===== src/rtl/alu_mc.sv =====
// alu_mc: parametrised multi-cycle ALU for the risc_cpu datapath.
// Single-cycle ops complete on the accepting edge. MUL runs an iterative
// shift-add over WIDTH cycles.
// Ports:
//   alu_clk, rst_n        clock, async active-low reset
//   in_valid / in_ready   request handshake (in_ready=1 when idle)
//   opcode, data, accum   operation select and operands
//   alu_out, out_valid    registered result and single-cycle completion pulse
//   acc_zero              combinational accum==0 (SKZ test)
//   zero_flag, carry_flag registered result flags
//   op_err                registered reserved-opcode indication
module alu_mc #(
  parameter int unsigned WIDTH = 8,
  parameter int unsigned CNT_W = 4
) (
  input  logic             alu_clk,
  input  logic             rst_n,
  input  logic             in_valid,
  output logic             in_ready,
  input  logic [3:0]       opcode,
  input  logic [WIDTH-1:0] data,
  input  logic [WIDTH-1:0] accum,
  output logic [WIDTH-1:0] alu_out,
  output logic             out_valid,
  output logic             acc_zero,
  output logic             zero_flag,
  output logic             carry_flag,
  output logic             op_err
);

  localparam int unsigned PW = 2 * WIDTH;

  typedef enum logic [0:0] {S_IDLE, S_MUL} state_t;

  state_t           state, state_nxt;
  logic [PW-1:0]    prod, mcand;
  logic [WIDTH-1:0] mplier;
  logic [CNT_W-1:0] cnt;

  logic [PW-1:0]    prod_acc_c;
  logic [WIDTH:0]   sum_c, diff_c;
  logic             load_c, mul_start_c, mul_step_c;
  logic [WIDTH-1:0] res_c;
  logic             carry_c, err_c;

  assign in_ready = (state == S_IDLE);
  assign acc_zero = ~|accum;

  // Extra top bit of sum/diff carries the carry-out / borrow.
  assign sum_c      = {1'b0, accum} + {1'b0, data};
  assign diff_c     = {1'b0, accum} - {1'b0, data};
  assign prod_acc_c = mplier[0] ? (prod + mcand) : prod;

  // State register.
  always_ff @(posedge alu_clk or negedge rst_n) begin
    if (!rst_n) state <= S_IDLE;
    else        state <= state_nxt;
  end

  // Next-state, result select and datapath control.
  always_comb begin
    state_nxt   = state;
    load_c      = 1'b0;
    mul_start_c = 1'b0;
    mul_step_c  = 1'b0;
    res_c       = accum;
    carry_c     = 1'b0;
    err_c       = 1'b0;
    case (state)
      S_IDLE: begin
        if (in_valid) begin
          if (opcode == 4'hC) begin
            mul_start_c = 1'b1;
            state_nxt   = S_MUL;
          end else begin
            load_c = 1'b1;
            case (opcode)
              4'h0, 4'h1, 4'h6, 4'h7: res_c = accum;
              4'h2: begin res_c = sum_c[WIDTH-1:0];  carry_c = sum_c[WIDTH];  end
              4'h3: res_c = accum & data;
              4'h4: res_c = accum ^ data;
              4'h5: res_c = data;
              4'h8: begin res_c = diff_c[WIDTH-1:0]; carry_c = diff_c[WIDTH]; end
              4'h9: res_c = accum | data;
              4'hA: begin res_c = {accum[WIDTH-2:0], 1'b0}; carry_c = accum[WIDTH-1]; end
              4'hB: begin res_c = {1'b0, accum[WIDTH-1:1]}; carry_c = accum[0];       end
              default: begin res_c = accum; err_c = 1'b1; end
            endcase
          end
        end
      end
      S_MUL: begin
        mul_step_c = 1'b1;
        // Last iteration: the updated partial product is the final product.
        if (cnt == CNT_W'(WIDTH - 1)) begin
          load_c    = 1'b1;
          res_c     = prod_acc_c[WIDTH-1:0];
          carry_c   = |prod_acc_c[PW-1:WIDTH];
          state_nxt = S_IDLE;
        end
      end
      default: state_nxt = S_IDLE;
    endcase
  end

  // Multiplier datapath: multiplicand shifts left, multiplier shifts right.
  always_ff @(posedge alu_clk or negedge rst_n) begin
    if (!rst_n) begin
      prod   <= '0;
      mcand  <= '0;
      mplier <= '0;
      cnt    <= '0;
    end else if (mul_start_c) begin
      prod   <= '0;
      mcand  <= PW'(accum);
      mplier <= data;
      cnt    <= '0;
    end else if (mul_step_c) begin
      prod   <= prod_acc_c;
      mcand  <= mcand << 1;
      mplier <= mplier >> 1;
      cnt    <= cnt + CNT_W'(1);
    end
  end

  // Result and flag registers; hold between completions.
  always_ff @(posedge alu_clk or negedge rst_n) begin
    if (!rst_n) begin
      alu_out    <= '0;
      out_valid  <= 1'b0;
      zero_flag  <= 1'b0;
      carry_flag <= 1'b0;
      op_err     <= 1'b0;
    end else begin
      out_valid <= load_c;
      if (load_c) begin
        alu_out    <= res_c;
        zero_flag  <= ~|res_c;
        carry_flag <= carry_c;
        op_err     <= err_c;
      end
    end
  end

endmodule


===== config.mk =====
export PLATFORM = sky130hd
export DESIGN_NAME = alu_mc
export DESIGN_NICKNAME = d
export VERILOG_FILES = /design/src/rtl/alu_mc.sv
export SDC_FILE = /design/constraint.sdc
export NUM_CORES = 1
export LEC_CHECK = 0
export CAP_MARGIN = 20
export CORE_MARGIN = 2
export CORE_UTILIZATION = 38
export CTS_CLUSTER_SIZE = 28
export DETAILED_ROUTE_END_ITERATION = 16
export GPL_ROUTABILITY_DRIVEN = 0
export HOLD_SLACK_MARGIN = 0.03
export PLACE_DENSITY_LB_ADDON = 0.15
export SYNTH_ARGS = -nofsm -noshare
export SYNTH_HDL_FRONTEND = slang
export SYNTH_SLANG_ARGS = --single-unit

===== constraint.sdc =====
create_clock -name alu_clk -period 6.2 [get_ports alu_clk]
set_input_delay 1.55 -clock alu_clk [delete_from_list [all_inputs] [get_ports alu_clk]]
set_output_delay 1.55 -clock alu_clk [all_outputs]
set_load 0.02 [all_outputs]

Word-level counts from Yosys, hierarchy flattened
Cells that the tools add are included.
{"block": "op_classes", "n_addsub": 4, "eq_ne": 13, "n_bitwise": 4, "muxes": 33, "reduce_logical": 8}
{"cell": "16-bit 2-to-1 mux", "n": 5}
{"cell": "8-bit case mux with 8 select lines", "n": 1}
{"cell": "8-bit 2-to-1 mux", "n": 5}
{"cell": "8-bit OR reduction", "n": 3}
{"cell": "4-bit by 3-bit equality test with 1-bit output, second input constant", "n": 5}
{"cell": "4-bit equality test, second input constant", "n": 5}
{"cell": "16-bit adder", "n": 1}
{"cell": "8-bit case mux with 2 select lines", "n": 1}
{"cell": "1-bit 2-to-1 mux", "n": 15}
{"cell": "12-bit OR reduction", "n": 1}
{"cell": "8-bit by 8-bit adder with 9-bit output", "n": 1}
{"cell": "8-bit by 8-bit subtractor with 9-bit output", "n": 1}
{"cell": "8-bit bitwise AND", "n": 1}
{"cell": "4-bit by 2-bit equality test with 1-bit output, second input constant", "n": 2}
{"cell": "4-bit 2-to-1 mux", "n": 2}
{"cell": "8-bit OR", "n": 1}
{"cell": "8-bit XOR", "n": 1}
{"cell": "1-bit case mux with 2 select lines", "n": 3}
{"cell": "4-bit by 1-bit adder with 4-bit output, second input constant", "n": 1}
{"cell": "4-bit by 1-bit equality test with 1-bit output, second input constant", "n": 1}
{"cell": "4-bit zero test", "n": 1}
{"cell": "1-bit case mux with 4 select lines", "n": 1}
{"cell": "1-bit zero test", "n": 2}
{"cell": "2-bit nonzero test", "n": 1}
{"cell": "1-bit inverter", "n": 1}
{"block": "totals", "wordCells": 72, "ff_bits": 57}

Logic depth before layout (Yosys ltp)
Gate-level depths: netlist of run 1.
{"block": "logic_depth", "depth_word": 7, "ltp_mapped": 11, "depth_no_buf": 11}

Worst setup path before layout of run 1
OpenSTA, ideal clock, no wires.
{"block": "synth_path", "path_kind": "input-to-reg", "from": "input port accum[0]", "to": "register zero_flag", "path_stages": 10, "arrival_time_ps": 3831, "path_slack_ps": 2277, "path_cell_list": "inv_1 > ha_1 > fa_1 > mux4_2 > a2bb2oi_1 > o21ai_0 > o221a_1 > or3_1 > or4_1 > o31ai_2"}
{"block": "synth_via", "elab_chain_len": 7, "elab_cells_between_ends": 12, "cone_classes": "add/sub (2); mux (5); bitwise (3); reduce/logical (2)"}
{"element": "start: declaration", "line": "22", "text": "input logic [WIDTH-1:0] accum,"}
{"element": "8-bit by 8-bit subtractor with 9-bit output (tied with other cells)", "line": "51", "text": "assign diff_c = {1'b0, accum} - {1'b0, data};"}
{"element": "8-bit case mux with 8 select lines", "line": "77", "text": "case (opcode)"}
{"element": "8-bit 2-to-1 mux", "line": "72", "text": "if (opcode == 4'hC) begin"}
{"element": "8-bit 2-to-1 mux", "line": "71", "text": "if (in_valid) begin"}
{"element": "8-bit case mux with 2 select lines *", "line": "69", "text": "case (state)"}
{"element": "8-bit OR reduction *", "line": "138", "text": "zero_flag <= ~|res_c;"}
{"element": "1-bit zero test *", "line": "138"}
{"element": "end signal: assignment", "line": "138"}
{"element": "end: declaration", "line": "26", "text": "output logic zero_flag,"}
Mark *: on every way between the ends. The rest lies on a longest branch, timed or not.
A chain may end at the register's enable or synchronous reset.

Worst setup path in the final report of run 1
{"block": "layout_path", "from": "input port accum[1]", "to": "output port acc_zero"}
{"block": "layout_via", "elab_chain_len": 2}
{"element": "8-bit OR reduction", "line": "47", "text": "assign acc_zero = ~|accum;"}
{"element": "1-bit zero test", "line": "47"}
{"element": "end: declaration", "line": "25", "text": "output logic acc_zero,"}
No other way between the ends.

==> reports/qor.csv, run 1 <==
metric,value,unit
outcome,finished clean,
hold_viol_final,0,
ir_drop,0.0001713,V
cts_resized,0,
grt_overflow,0,
clkSinkCount,57,
root_buffer,clkbuf_16,
clk_pin_slew,0.05,ns
grt_pass1_vias,4302,
num_antenna_cells,0,
drv_slew,0,
power_density,367.7,nW/um^2
antenna_found_initial,0,
muxShareOfSynthArea,5.393,%
crit_path_top_delay_cell,clkdlybuf4s50_1,
wl,13930,um
yosysWarnings,0,
timing.max_cap.violations,0,
fin_skew,0.01490,ns
num_rows,40,
critPathArrivalTime,3.37,ns
clock_path_buffers,2,
cpMostUsedCell,clkdlybuf4s50_1,
grt_pass1_wl,22600,um
layout_common_cells,"nand2_1, dfrtp_1, o21ai_0, nor2_1",
cts_setup_buffers,0,
hpwl,10300,um
nets,671,
fillers,1239,
avgSynthCellArea,8.228,sq um
max_stage_delay,0.63,ns
ys_seq_area_share,29.99,%
start_util,39.27,%
hold_class,reg -> reg,
ctsHoldBuffers,0,
synth_top_family_by_area,compound AO/OA/AOI/OAI gates,
area_growth,16.50,%
crit_fanout,6,
synth_compound_area_share,25.65,%
finalSetupTns,0,ns
synthAdderAreaFrac,12.05,%
synth-main-ff-cell,dfrtp_1,
cts_tree,built,
crit_type,in -> out,
io_pins,37,
yosys.area_share.simple,18.68,%
wire_per_inst,17.95,um
h-tree-depth,3,
worst_pin_slew,0.9741,ns
mostFrequentLayoutCell,nand2_1,
insertion_delay,0.33,ns
cts_buffers,9,
syn-cell-area,4756,sq um
dieArea,13430,sq um
first_pass_iters,5,
end_kind,output pin,
maxSlewHeadroom,34.85,%
synthXorXnorAreaFrac,3.131,%
preCtsSetupSlack,1.319,ns
syn_inst,578,
start_kind,input pin,
synth.distinct_cells,70,
setup_viol_count_final,0,
vias_per_cell,5.808,
port_buffers,36,
syn-num-nets,645,
fin_ws,1.284,ns
ys_async_sr_fraction,100.0,%
die_x,115.9,um
die_h,115.9,um
drc,0,
period_minus_slack,4.916,ns
period_share,79.29,%
synth_edf_count,0,
cp.required,4.65,ns
globalRouteTotalUtil,21.58,%
crit_path_cell_trace,clkdlybuf4s50_1 -> inv_1 -> nand4_1 -> nor2_1 -> clkdlybuf4s50_1,
ant_nets,0,
final_core_util,45.74,%
grt_max_degree,68,
max_freq,203.4,MHz
vias,4507,
power.leakage,0.002468,uW
final_layout_size_suffix_gt1_share,7.895,%
ys_seq_elements,57,
rsz0062_at_grt,false,
drt_first_iter_violations,450,
core,12110,sq um
layout make-up:
type                            instances  area [sq um]  share of cell area (%)
Multi-Input combinational cell        464          3087                   55.71
Sequential cell                        57          1428                   25.77
Timing Repair Buffer                   44         415.4                   7.498
Clock buffer                           10         239.0                   4.313
Tap cell                              168         210.2                   3.794
Inverter                               28         105.1                   1.897
Clock inverter                          5         56.30                   1.016
Yosys cell counts (4+ instances only):
master	instances	area share (%)
a2111oi_0	4	0.74
xor2_1	8	1.5
nor2_1	47	3.7
mux2i_1	11	2.3
and2_1	4	0.53
o21ai_0	51	5.4
nand2_1	92	7.3
a32oi_1	6	1.1
inv_1	25	2.0
o22ai_1	10	1.3
a21o_1	10	1.6
a211oi_1	8	1.3
nand2b_1	6	0.79
a221oi_1	6	1.1
a21oi_1	41	4.3
xnor2_1	9	1.7
nand3_1	7	0.74
o221ai_1	5	0.92
buf_2	4	0.42
o31ai_1	4	0.63
ha_1	41	11
dfrtp_1	57	30
mux2_2	11	2.6
a22o_1	4	0.74
a31oi_1	5	0.66
nand4_1	7	0.92
nor2b_1	4	0.53
clkbuf_1	19	1.5
nor3_1	10	1.1
critical path: cells and delay by family:
kind / cells / cell delay (ns)
buffers and inverters: 3 / 1.41
AND/OR/NAND/NOR: 2 / 0.41
registers in the layout, summed over array words and instances, names as in the netlist:
register and flops:
alu_out 8, carry_flag 1, cnt 4, mcand 16, mplier 8, op_err 1
out_valid 1, prod 16, state 1, zero_flag 1
layer usage:
layer	vias up	share of wire [%]	global-route usage (%)
met4	0	1.5	6.825
met2	194	43	32.24
met3	20	7.9	5.910
li1	2144	-	-
met5	-	0	0
met1	2149	48	30.40
kinds of logic after synthesis:
kind of cell | count (synthesis)
mux | 23
flops | 57
fa+ha+maj | 44
simple gates | 194
buf+inv | 57
xor+xnor | 17
compound gates | 186
worst paths after layout:
kind,from,to,slack (ns),cells past startpoint
setup / recovery,accum[1],acc_zero,1.28,5
max in group asynchronous,rst_n,state$_DFF_PN0_,4.28,2
hold / removal,alu_out[6]$_DFFE_PN0P_,alu_out[6]$_DFFE_PN0P_,0.46,2
hold reg to reg,alu_out[6]$_DFFE_PN0P_,alu_out[6]$_DFFE_PN0P_,0.46,2
setup reg to reg,prod[0]$_DFFE_PN0P_,carry_flag$_DFFE_PN0P_,3.16,10
min in group asynchronous,rst_n,alu_out[4]$_DFFE_PN0P_,1.38,2
stage by stage:
step	instance area [sq um]	cells	hold WS, ns	power (uW)
after floorplan	4756	578	0.4418	1247
after global placement	5245	761	0.4528	1527
after detailed placement	5245	761	0.4558	1546
after CTS	5540	776	0.4673	2045
after global routing	5540	776	0.4837	2183
final	5540	776	0.4594	2037
report_power, final:
part / internal [uW] / leakage [uW] / switching [uW]
logic: 378 / 0.00157 / 557
registers: 508 / 0.000755 / 103
clock network: 318 / 0.000144 / 173
total: 1200 / 0.00247 / 833
(Power assumes the default switching activity.)
==> inputs of run 2 (changes only) <==
==> constraint.sdc (replaced) <==
create_clock -name alu_clk -period 4.1 [get_ports alu_clk]
set_input_delay 1.025 -clock alu_clk [delete_from_list [all_inputs] [get_ports alu_clk]]
set_output_delay 1.025 -clock alu_clk [all_outputs]
set_load 0.02 [all_outputs]
==> run 2 against run 1 <==
  * Clock skew decreased by 0.0064 ns
  * Sequential power increased by 51%
  * Via count increased by 1.6%
  * Largest cell class unchanged
==> reports/qor.csv, run 2 (synthesized netlist as in run 1, its figures left out) <==
metric,value,unit,change
outcome,finished clean,,
worstHoldStart,alu_out[5]$_DFFE_PN0P_,,
num_rows,40,,unchanged
whs_path_depth,2,,unchanged
power.leakage,0.002661,uW,+7.8%
end_kind,flop,,
ir_drop,0.0002809,V,+64%
nets,704,,+4.9%
maxSlewHeadroom,37.81,%,+3.0 points
final_core_util,48.41,%,+2.7 points
hold_class,reg -> reg,,
rsz0062_at_grt,false,,
area_growth,23.28,%,
num_antenna_cells,0,,unchanged
ff2ff_path_depth,10,,unchanged
cts_tree,built,,
drt_first_iter_violations,379,,-16%
layout_common_cells,"nand2_1, dfrtp_1, o21ai_0, nor2_1",,
insertion_delay,0.33,ns,about the same
start_util,39.27,%,unchanged
cts_buffers,9,,unchanged
cts_resized,0,,unchanged
ff_latch_area,1428,sq um,unchanged
grt_pass1_vias,4404,,+2.4%
drv_slew,0,,unchanged
period_share,93.33,%,
grt_pass1_wl,23630,um,+4.6%
period_minus_slack,3.827,ns,
grt_overflow,0,,unchanged
max_freq,261.3,MHz,
clock_path_buffers,2,,unchanged
worst_pin_slew,0.9257,ns,-0.04843 ns
hold_ws,0.4590,ns,-0.0003720 ns
ctsHoldBuffers,0,,unchanged
multi_input_area,3087,sq um,unchanged
ant_nets,0,,unchanged
core,12110,sq um,unchanged
hpwl,10730,um,+4.2%
cts_setup_buffers,0,,unchanged
root_buffer,clkbuf_16,,
top_regs,"mcand x16, prod x16",,
mostFrequentLayoutCell,nand2_1,,
first_pass_iters,6,,+1
fin_skew,0.008462,ns,-0.006434 ns
wl,14160,um,+1.6%
crit_fanout,3,,-3
timing.rr.end,carry_flag$_DFFE_PN0P_,,
wire_per_inst,17.48,um,-2.6%
vias_per_cell,5.651,,-2.7%
die_h,115.9,um,unchanged
globalRouteTotalUtil,22.78,%,+1.2 points
clkSinkCount,57,,unchanged
die_x,115.9,um,unchanged
antenna_found_initial,0,,unchanged
power_density,552.8,nW/um^2,+50%
drc,0,,unchanged
fillers,1191,,-3.9%
dieArea,13430,sq um,unchanged
port_buffers,36,,unchanged
timing.max_cap.violations,0,,unchanged
clk_pin_slew,0.05,ns,about the same
io_pins,37,,unchanged
start_kind,input pin,,
reg2reg_slack,0.98,ns,-2.18 ns
rr_startpoint,prod[0]$_DFFE_PN0P_,,
hold_viol_final,0,,unchanged
critPathArrivalTime,4.06,ns,+0.69 ns
h-tree-depth,3,,unchanged
crit_type,in -> reg,,
setup_viol_count_final,0,,unchanged
final_layout_size_suffix_gt1_share,12.62,%,+4.7 points
grt_max_degree,68,,unchanged
cp.required,4.34,ns,-0.31 ns
whs_endpoint,alu_out[5]$_DFFE_PN0P_,,
vias,4577,,+1.6%
[run 2: cell types whose count changed in the layout (fill, tap and decap cells not counted), sizes merged]
cell    before  now
buf          9   42
clkbuf      10   11
clkinv       6    4
bufinv       1    3
[run 2: area by class of cell]
cell class	count	share of cell area [%]
sequential	57	24.35
multi-input combinational	464	52.65
timing repair buffer	77	11.74
clock inverter	5	1.750
clock buffer	11	4.140
inverter	28	1.793
tap	168	3.585
[run 2: power by group]
part           leakage (uW)  switching [uW]  internal (uW)
logic               0.00174             847            600
clock network      0.000166             264            609
registers          0.000755             153            769
total               0.00266            1260           1980
[run 2: critical path: stages]
cell             delay [ns]
clkdlybuf4s50_1        0.53
inv_1                  0.08
ha_1                   0.20
fa_1                   0.48
mux4_2                 0.24
a2bb2oi_1              0.14
o21ai_0                0.10
o221a_1                0.24
or3_1                  0.35
or4_1                  0.43
o31ai_2                0.23
[run 2: worst max path at each step]
stage / startpoint / end / cells past startpoint
detailed placement: accum[0] / zero_flag$_DFFE_PN0P_ / 11
floorplan: accum[0] / zero_flag$_DFFE_PN0P_ / 10
finish: accum[0] / zero_flag$_DFFE_PN0P_ / 11
CTS: accum[0] / zero_flag$_DFFE_PN0P_ / 11
global route: accum[0] / zero_flag$_DFFE_PN0P_ / 11
global placement: accum[0] / zero_flag$_DFFE_PN0P_ / 11
[run 2: per-layer routing]
layer / global-route usage [%] / vias up / wire, um
li1: - / 2214 / -
met1: 33.25 / 2187 / 6809
met2: 34.42 / 159 / 6340
met3: 4.393 / 17 / 780
met4: 6.349 / 0 / 229
met5: 0 / - / 0
[run 2: stage by stage]
stage          setup slack (ns)  std cells  instance area, sq um  total power [uW]  setup TNS [ns]
6_report                 0.2734        810                  5863              3241               0
5_1_grt                  0.1387        810                  5863              3492               0
4_1_cts                  0.3048        809                  5843              3263               0
3_5_place_dp           -0.05801        793                  5498              2368        -0.05801
3_3_place_gp            0.01181        793                  5498              2345               0
2_1_floorplan            0.7022        578                  4756              1886               0
==> inputs of run 3 (changes only) <==
--- a/config.mk
+++ b/config.mk
@@ -6,6 +6,8 @@
 export NUM_CORES = 1
 export LEC_CHECK = 0
 export CAP_MARGIN = 20
+export CELL_PAD_IN_SITES_DETAIL_PLACEMENT = 0
+export CELL_PAD_IN_SITES_GLOBAL_PLACEMENT = 1
 export CORE_MARGIN = 2
 export CORE_UTILIZATION = 38
 export CTS_CLUSTER_SIZE = 28
@@ -13,6 +15,7 @@
 export GPL_ROUTABILITY_DRIVEN = 0
 export HOLD_SLACK_MARGIN = 0.03
 export PLACE_DENSITY_LB_ADDON = 0.15
+export SETUP_SLACK_MARGIN = 0.4
 export SYNTH_ARGS = -nofsm -noshare
 export SYNTH_HDL_FRONTEND = slang
 export SYNTH_SLANG_ARGS = --single-unit
==> run 3 against run 2 <==
  * Routed wire length up 3.1%
  * Total power decreased by 3.3%
  * Clock-buffer cell count unchanged
  * Sequential share of layout area up 0.25 points
  * Setup slack gained 0.13 ns
  * Sequential power increased by 2.3%
  * Clock skew shrank 0.0028 ns
  * Final cell count down 0.12%
  * Combinational power about the same
  * Hold slack better by 0.0015 ns
==> reports/qor.csv, run 3 (synthesized netlist as in run 1, its figures left out) <==
metric,value,unit,change
crit_fanout,5,,+2
top_regs,"mcand x16, prod x16",,
switching_share,40.61,%,+1.6 points
finalSetupTns,0,ns,unchanged
pwr-share-comb,46.0,%,+1.3 points
instances_no_fill,809,,-0.12%
clk_pin_slew,0.05,ns,about the same
hold_class,reg -> reg,,
cpMostUsedCell,a21o_1,,
antenna_found_initial,0,,unchanged
fin_skew,0.005618,ns,-0.002844 ns
ant_nets,0,,unchanged
globalRouteTotalUtil,23.01,%,+0.23 points
preCtsSetupSlack,-0.03520,ns,+0.02281 ns
die_h,115.9,um,unchanged
root_buffer,clkbuf_16,,
mostFrequentLayoutCell,nand2_1,,
multi_input_area,3107,sq um,+0.65%
num_antenna_cells,0,,unchanged
core,12110,sq um,unchanged
max_stage_delay,0.56,ns,+0.03 ns
clock_path_buffers,2,,unchanged
whs_path_depth,2,,unchanged
drv_slew,0,,unchanged
nets,703,,-0.14%
max_freq,270.4,MHz,+3.5%
layout_common_cells,"nand2_1, dfrtp_1, o21ai_0, nor2_1, a21oi_1",,
outcome,finished clean,,
period_minus_slack,3.698,ns,-0.1285 ns
wl,14600,um,+3.1%
ir_drop,0.0002920,V,+3.9%
vias,4566,,-0.24%
cts_buffers,9,,unchanged
ff2ff_path_depth,10,,unchanged
timing.max_cap.violations,0,,unchanged
num_rows,40,,unchanged
cts_setup_buffers,0,,unchanged
place_area,5485,sq um,-0.23%
wire_per_inst,18.04,um,+3.2%
first_pass_iters,5,,-1
placedCellCount,793,,unchanged
fillers,1239,,+4.0%
final_layout_size_suffix_gt1_share,13.26,%,+0.64 points
cts_tree,built,,
hpwl,11210,um,+4.5%
crit_path_cell_trace,clkdlybuf4s50_1 -> inv_1 -> ha_1 -> a21o_1 -> a21o_1 -> a2111oi_0 -> a41o_1 -> a211oi_2 -> a221oi_1 -> or4_1 -> o31ai_2,,
area_growth,22.02,%,
rsz0062_at_grt,true,,
cp.required,4.35,ns,about the same
hold_ws,0.4605,ns,+0.001451 ns
crit_buf_inv,2,,unchanged
power_frac_seq,30.1,%,+1.7 points
grt_pass1_vias,4323,,-1.8%
crit_type,in -> reg,,
drc,0,,unchanged
port_buffers,36,,unchanged
power.leakage,0.002635,uW,-0.97%
worst_pin_slew,0.7428,ns,-0.1829 ns
hold_viol_final,0,,unchanged
start_kind,input pin,,
die_x,115.9,um,unchanged
grt_overflow,0,,unchanged
setup_viol_count_final,0,,unchanged
drt_first_iter_violations,394,,+4.0%
insertion_delay,0.34,ns,about the same
p_int,1861,uW,-5.9%
start_util,39.27,%,unchanged
fin_area,5803,sq um,-1.0%
critPathArrivalTime,3.94,ns,-0.12 ns
grt_pass1_wl,23570,um,-0.26%
io_pins,37,,unchanged
dieArea,13430,sq um,unchanged
cp_top_family,compound AO/OA/AOI/OAI gates,,
h-tree-depth,3,,unchanged
maxSlewHeadroom,50.48,%,+13 points
ctsHoldBuffers,0,,unchanged
ff_latch_area,1428,sq um,unchanged
crit_path_top_delay_cell,or4_1,,
p_sw,1272,uW,+0.72%
fin_ws,0.4019,ns,+0.1285 ns
crit_cells,11,,unchanged
grt_max_degree,34,,-50%
vias_per_cell,5.644,,-0.12%
clkPwrFrac,23.9,%,-3.0 points
power_density,540.0,nW/um^2,-2.3%
period_share,90.20,%,-3.1 points
end_kind,flop,,
clkSinkCount,57,,unchanged
## run 3: cell count changes in the layout (fill, tap and decap cells not counted), moves of 2 or more
cell / delta
ha_1: -3
ha_2: +3
dlygate4sd2_1: +2
buf_12: -2
clkdlybuf4s50_1: -3
bufinv_16: -2
## run 3: worst paths after layout
kind,start,endpoint,slack (ns)
min in group asynchronous,rst_n,alu_out[5]$_DFFE_PN0P_,0.75
hold reg to reg,alu_out[6]$_DFFE_PN0P_,alu_out[6]$_DFFE_PN0P_,0.46
setup reg to reg,prod[0]$_DFFE_PN0P_,carry_flag$_DFFE_PN0P_,0.95
hold / removal,alu_out[6]$_DFFE_PN0P_,alu_out[6]$_DFFE_PN0P_,0.46
setup / recovery,data[1],zero_flag$_DFFE_PN0P_,0.40
max in group asynchronous,rst_n,state$_DFF_PN0_,2.49
## run 3: through the flow
step | utilization (%) | power (uW)
2_1_floorplan | - | 1886
3_3_place_gp | 45.29 | 2362
3_5_place_dp | 45.29 | 2387
4_1_cts | 47.73 | 3153
5_1_grt | 47.91 | 3373
6_report | 47.91 | 3133
## run 3: power by group through the flow
stage | combinational [uW] | clock (uW) | sequential (uW)
3_3_place_gp | 1410 | 0 | 947
3_5_place_dp | 1430 | 0 | 953
2_1_floorplan | 933 | 0 | 953
6_report | 1440 | 748 | 943
5_1_grt | 1600 | 792 | 977
4_1_cts | 1440 | 770 | 944
## run 3: worst min-delay path, cell delays in order, from the launching register on
cell	delay [ns]
dfrtp_1	0.33
nand2_1	0.05
nand2_1	0.05
## run 3: timing repair
item / in CTS / in global routing
resized for setup: 3 / 7
endpoints found under the setup margin: 2 / 4
gates cloned: 0 / 0
pin swaps: 1 / 0
hold endpoints to repair: 0 / 0
## run 3: cell type report
class,instances,area share [%]
Clock buffer,11,4.183
Multi-Input combinational cell,464,53.54
Timing Repair Buffer,76,11.30
Clock inverter,5,0.9487
Sequential cell,57,24.60
Inverter,28,1.811
Tap cell,168,3.622
## run 3: per-layer routing
metal,wire [um],track usage (%),vias to the layer above,part of all wire (%)
met4,184,6.746,0,1.3
met3,881,4.916,15,6.0
li1,-,-,2217,-
met5,0,0,-,0
met2,6317,33.33,149,43
met1,7214,34.33,2185,49
